--- config.mk ---
export PLATFORM = sky130hd
export DESIGN_NAME = cacheline_adaptor
export DESIGN_NICKNAME = d
export VERILOG_FILES = /design/src/rtl/cacheline_adaptor_pkg.sv /design/src/rtl/cacheline_adaptor.sv
export SDC_FILE = /design/constraint.sdc
export NUM_CORES = 1
export LEC_CHECK = 0
export BUFFER_PORTS_ARGS = -buffer_cell sky130_fd_sc_hd__buf_2
export CAP_MARGIN = 25
export CORE_AREA = 2 2 279 281
export CTS_BUF_LIST = sky130_fd_sc_hd__clkbuf_16
export DETAILED_ROUTE_END_ITERATION = 8
export DIE_AREA = 0 0 281 283
export PLACE_DENSITY_LB_ADDON = 0.15
export SKIP_CTS_REPAIR_TIMING = 1
export SYNTH_ARGS = -nofsm -noshare
export SYNTH_HDL_FRONTEND = slang
export SYNTH_SLANG_ARGS = --single-unit
--- constraint.sdc ---
create_clock -name clk -period 2.45 [get_ports clk]
set_input_delay 0.3675 -clock clk [delete_from_list [all_inputs] [get_ports clk]]
set_output_delay 0.3675 -clock clk [all_outputs]
set_load 0.01 [all_outputs]
--- src/rtl/cacheline_adaptor_pkg.sv ---
// Shared types and sizing for the cache line <-> 64-bit burst memory adaptor.
package cacheline_adaptor_pkg;

   localparam int unsigned S_LINE        = 256;
   localparam int unsigned S_BURST       = 64;
   localparam int unsigned ADAPTOR_BEATS = S_LINE / S_BURST;
   localparam int unsigned CNT_W         = $clog2(ADAPTOR_BEATS);
   localparam int unsigned ADDR_W        = 32;
   localparam int unsigned OFFS_W        = $clog2(S_LINE / 8);

   typedef enum logic [1:0] {
      IDLE  = 2'd0,
      READ  = 2'd1,
      WRITE = 2'd2,
      DONE  = 2'd3
   } adaptor_state_t;

   // Line-aligned burst start address: byte offset within the line cleared.
   function automatic logic [ADDR_W-1:0] line_addr(input logic [ADDR_W-1:0] a);
      return {a[ADDR_W-1:OFFS_W], {OFFS_W{1'b0}}};
   endfunction

endpackage

--- src/rtl/cacheline_adaptor.sv ---
// Splits one 256-bit cache line read/write into a 4-beat 64-bit memory burst,
// answering the cache with a single-cycle resp_o once the burst completes.
module cacheline_adaptor
   import cacheline_adaptor_pkg::*;
(
   input  logic                clk,
   input  logic                rst,
   input  logic [ADDR_W-1:0]   address_i,
   input  logic [S_LINE-1:0]   line_i,
   output logic [S_LINE-1:0]   line_o,
   input  logic                read_i,
   input  logic                write_i,
   output logic                resp_o,
   output logic [ADDR_W-1:0]   address_o,
   input  logic [S_BURST-1:0]  burst_i,
   output logic [S_BURST-1:0]  burst_o,
   output logic                read_o,
   output logic                write_o,
   input  logic                resp_i
);

   localparam logic [CNT_W-1:0] LAST_BEAT = CNT_W'(ADAPTOR_BEATS - 1);

   adaptor_state_t    state;
   logic [CNT_W-1:0]  cnt;
   logic [CNT_W-1:0]  cnt_nxt;
   logic [S_LINE-1:0] wbuf;

   assign cnt_nxt = cnt + CNT_W'(1);

   // Single registered FSM; every output is a flop updated alongside the state.
   always_ff @(posedge clk) begin
      if (rst) begin
         state     <= IDLE;
         cnt       <= '0;
         wbuf      <= '0;
         line_o    <= '0;
         burst_o   <= '0;
         address_o <= '0;
         read_o    <= 1'b0;
         write_o   <= 1'b0;
         resp_o    <= 1'b0;
      end else begin
         resp_o <= 1'b0;
         unique case (state)
            IDLE: begin
               // Write wins a tie; a still-held read is picked up after DONE.
               if (write_i) begin
                  state     <= WRITE;
                  cnt       <= '0;
                  wbuf      <= line_i;
                  burst_o   <= line_i[S_BURST-1:0];
                  address_o <= line_addr(address_i);
                  write_o   <= 1'b1;
               end else if (read_i) begin
                  state     <= READ;
                  cnt       <= '0;
                  address_o <= line_addr(address_i);
                  read_o    <= 1'b1;
               end
            end
            READ: begin
               if (resp_i) begin
                  line_o[S_BURST*cnt +: S_BURST] <= burst_i;
                  if (cnt == LAST_BEAT) begin
                     state  <= DONE;
                     cnt    <= '0;
                     read_o <= 1'b0;
                     resp_o <= 1'b1;
                  end else begin
                     cnt <= cnt_nxt;
                  end
               end
            end
            WRITE: begin
               if (resp_i) begin
                  if (cnt == LAST_BEAT) begin
                     state   <= DONE;
                     cnt     <= '0;
                     burst_o <= '0;
                     write_o <= 1'b0;
                     resp_o  <= 1'b1;
                  end else begin
                     cnt     <= cnt_nxt;
                     burst_o <= wbuf[S_BURST*cnt_nxt +: S_BURST];
                  end
               end
            end
            DONE: begin
               state     <= IDLE;
               address_o <= '0;
            end
            default: state <= IDLE;
         endcase
      end
   end

endmodule

==> impl_metrics.json <==
{
  "multi_input_area_um2": 9910,
  "ys_ff_latch": 610,
  "hold_viol": 2,
  "wl_um": 89400,
  "yosysUniqueCellTypes": 49,
  "rr_worst_depth": 6,
  "grt_pass1_vias": 20995,
  "fp.dieW_um": 281,
  "fillers": 7819,
  "synthToLayoutAreaGrowth_pct": 34.1,
  "instances_no_fill": 4367,
  "holdCritStartpoint": "line_i[229]",
  "tightest_slew_ns": 1.07,
  "crit_fanout": 12,
  "die_h_um": 283,
  "drive_gt1_share_pct": 29.3,
  "crit_type": "reg2reg",
  "max_cap_viol_count": 0,
  "dpl.hpwl_um": 62100,
  "tns_ns": 0,
  "finalMaxSlewViolations": 0,
  "status": "complete, but fails checks",
  "skew_ns": 0.0297,
  "grtUsageTotal_pct": 21.6,
  "nets": 3620,
  "vias": 21726,
  "cts_tree": "built",
  "setup_viol": 0,
  "place_inst": 4126,
  "placement.io_buffers": 701,
  "root_buffer": "clkbuf_16",
  "worstSetupEndpointType": "flop",
  "period_share_pct": 90.4,
  "synth-seq-area-share_pct": 52.8,
  "drt_iter0_markers": 1378,
  "path_clk_slew_ns": 0.06,
  "holdPathStages": 3,
  "whs_ns": -0.00361,
  "startpoint_type": "flop",
  "boundaryPins": 712,
  "rows": 102,
  "wl_per_cell_um": 20.5,
  "grt_max_degree": 189,
  "rsz0062_at_grt": "no",
  "initial_utilization_pct": 30.1,
  "synth.avg_cell_area_um2": 9.08,
  "synth_edf_count": 0,
  "grt_first_pass_wirelength_um": 133000,
  "cellPowerDensity_nw_per_um2": 967,
  "vdd_ir_drop_max_v": 0.000488,
  "fmaxAchievable_mhz": 452,
  "min_path_type": "in2reg",
  "holdPathEnd": "wbuf[229]$_SDFFE_PP0P_",
  "overflow": 0,
  "gp_congestion": 0.811,
  "first_pass_iters": 6,
  "power_leakage_nw": 13.3,
  "async_reset_ff_share_pct": 0,
  "r2r-start": "cnt[1]$_SDFFE_PP0P_",
  "reg2reg_to": "burst_o[42]$_SDFFE_PP0P_",
  "synth_area_um2": 23100,
  "ant_nets": 0,
  "dieArea_um2": 79500,
  "viasPerCell": 4.98,
  "worstPathArrival_ns": 2.70,
  "antenna_found_initial": 39,
  "core_area_um2": 76700,
  "finalCriticalPeriod_ns": 2.21,
  "drc_errors": 0,
  "cp_data_required_time_ns": 2.94,
  "ys.flop_type": "dfxtp_1",
  "violations": "negative hold slack",
  "rrSetupSlack_ns": 0.24,
  "cts_made_buffers": 71,
  "cts.sinks": 610,
  "clkLatencyLatePin_ns": 0.62,
  "synthCells": 2547,
  "htreeDepth": 3,
  "slew_headroom_pct": 28.9,
  "yosys_warnings": 0,
  "regArea_um2": 12200,
  "clock_path_buffers": 3,
  "utilization_pct": 40.4
}
## layout make-up
cell class              instances  area share [%]
flip-flops and latches        610            39.4
multi-input cells            1688            32.0
repair buffers                859            17.0
clock buffers                  72            5.81
well taps                    1040            4.20
clock inverters                56            1.21
inverters                      22           0.266
diodes                         20           0.161
## cell usage after synthesis (28+ instances only)
master      n  area, um2
nor2_1    237        890
a22oi_1   194       1460
dfxtp_1   610      12200
mux4_2     47       1060
and3_1     59        369
mux2i_1    36        360
a21oi_1   287       1440
nand3b_1   28        210
clkbuf_1  160        601
nand2_1   543       2040
a31o_2     38        333
nor2b_1    47        294
buf_2      40        200
a221o_1    47        470
## layout by cell type (no fill, tap or decap), types with 10 or more instances in the layout
| cell type | count |
|---|---|
| a21oi_1 | 287 |
| a221o_1 | 47 |
| a22oi_1 | 194 |
| a31o_1 | 20 |
| a31o_2 | 38 |
| and3_1 | 58 |
| buf_12 | 27 |
| buf_2 | 700 |
| buf_4 | 38 |
| clkbuf_16 | 72 |
| clkinv_1 | 19 |
| dfxtp_1 | 609 |
| diode_2 | 20 |
| dlygate4sd3_1 | 93 |
| ha_1 | 10 |
| inv_1 | 37 |
| mux2i_1 | 36 |
| mux4_2 | 47 |
| nand2_1 | 542 |
| nand3b_1 | 28 |
| nor2_1 | 236 |
| nor2b_1 | 47 |
| nor3_1 | 17 |
| o21ai_0 | 19 |
| o22ai_1 | 17 |
## metrics by stage
| stage | area [um2] | power [mW] | setup WS, ns | hold slack, ns |
|---|---|---|---|---|
| floorplan | 23100 | 16.9 | 0.125 | 0.433 |
| global placement | 27900 | 20.1 | 0.185 | 0.436 |
| detailed placement | 27900 | 20.2 | 0.189 | 0.440 |
| CTS | 30000 | 30.3 | 0.183 | -0.0542 |
| global route | 31000 | 31.6 | 0.0495 | -0.00510 |
| finish | 31000 | 30.0 | 0.236 | -0.00361 |
## critical path, stage by stage, from the launching register on
cell and delay (ns):
dfxtp_1 0.32, inv_1 0.09, ha_4 0.46, buf_4 0.29
mux4_2 0.52, nor2b_1 0.14, a221o_1 0.26
## layer usage
| layer | track usage, % | share of wire (%) | routed length (um) | up-vias |
|---|---|---|---|---|
| li1 | - | - | - | 10292 |
| met1 | 25.1 | 40 | 35300 | 10482 |
| met2 | 37.0 | 49 | 44000 | 753 |
| met3 | 6.65 | 7.9 | 7070 | 159 |
| met4 | 8.30 | 3.0 | 2720 | 40 |
| met5 | 0 | 0.28 | 252 | - |
## report_power, final
part / total (mW) / switching [mW] / internal [mW]
registers: 12.2 / 0.783 / 11.4
logic: 7.83 / 4.64 / 3.19
clock network: 9.98 / 4.31 / 5.67
total: 30.0 / 9.73 / 20.3
## worst max path at each step
| stage | startpoint | endpoint |
|---|---|---|
| global placement | cnt[0]$_SDFFE_PP0P_ | line_o[216]$_SDFFE_PP0P_ |
| detailed placement | cnt[1]$_SDFFE_PP0P_ | burst_o[42]$_SDFFE_PP0P_ |
| finish | cnt[1]$_SDFFE_PP0P_ | burst_o[42]$_SDFFE_PP0P_ |
| CTS | state[0]$_SDFFE_PP0P_ | burst_o[52]$_SDFFE_PP0P_ |
| global route | state[0]$_SDFFE_PP0P_ | burst_o[54]$_SDFFE_PP0P_ |
| floorplan | cnt[0]$_SDFFE_PP0P_ | burst_o[23]$_SDFFE_PP0P_ |
## registers in the layout, indices dropped and copies added, names as in the netlist
register / count
state: 2
address_o: 27
read_o: 1
resp_o: 1
cnt: 2
wbuf: 256
burst_o: 64
line_o: 256
write_o: 1
## kinds of logic after synthesis
kind of cell / count (synthesis) / synth area share [%]
AO/OA/AOI/OAI: 632 / 18.0
adder cells (fa/ha/maj): 11 / 0.595
buffers and inverters: 253 / 4.68
flip-flops: 610 / 52.8
multiplexers: 84 / 6.19
other: 1 / 0.0162
AND/OR/NAND/NOR: 956 / 17.7
Note: power is estimated with default switching activity, not from simulation.
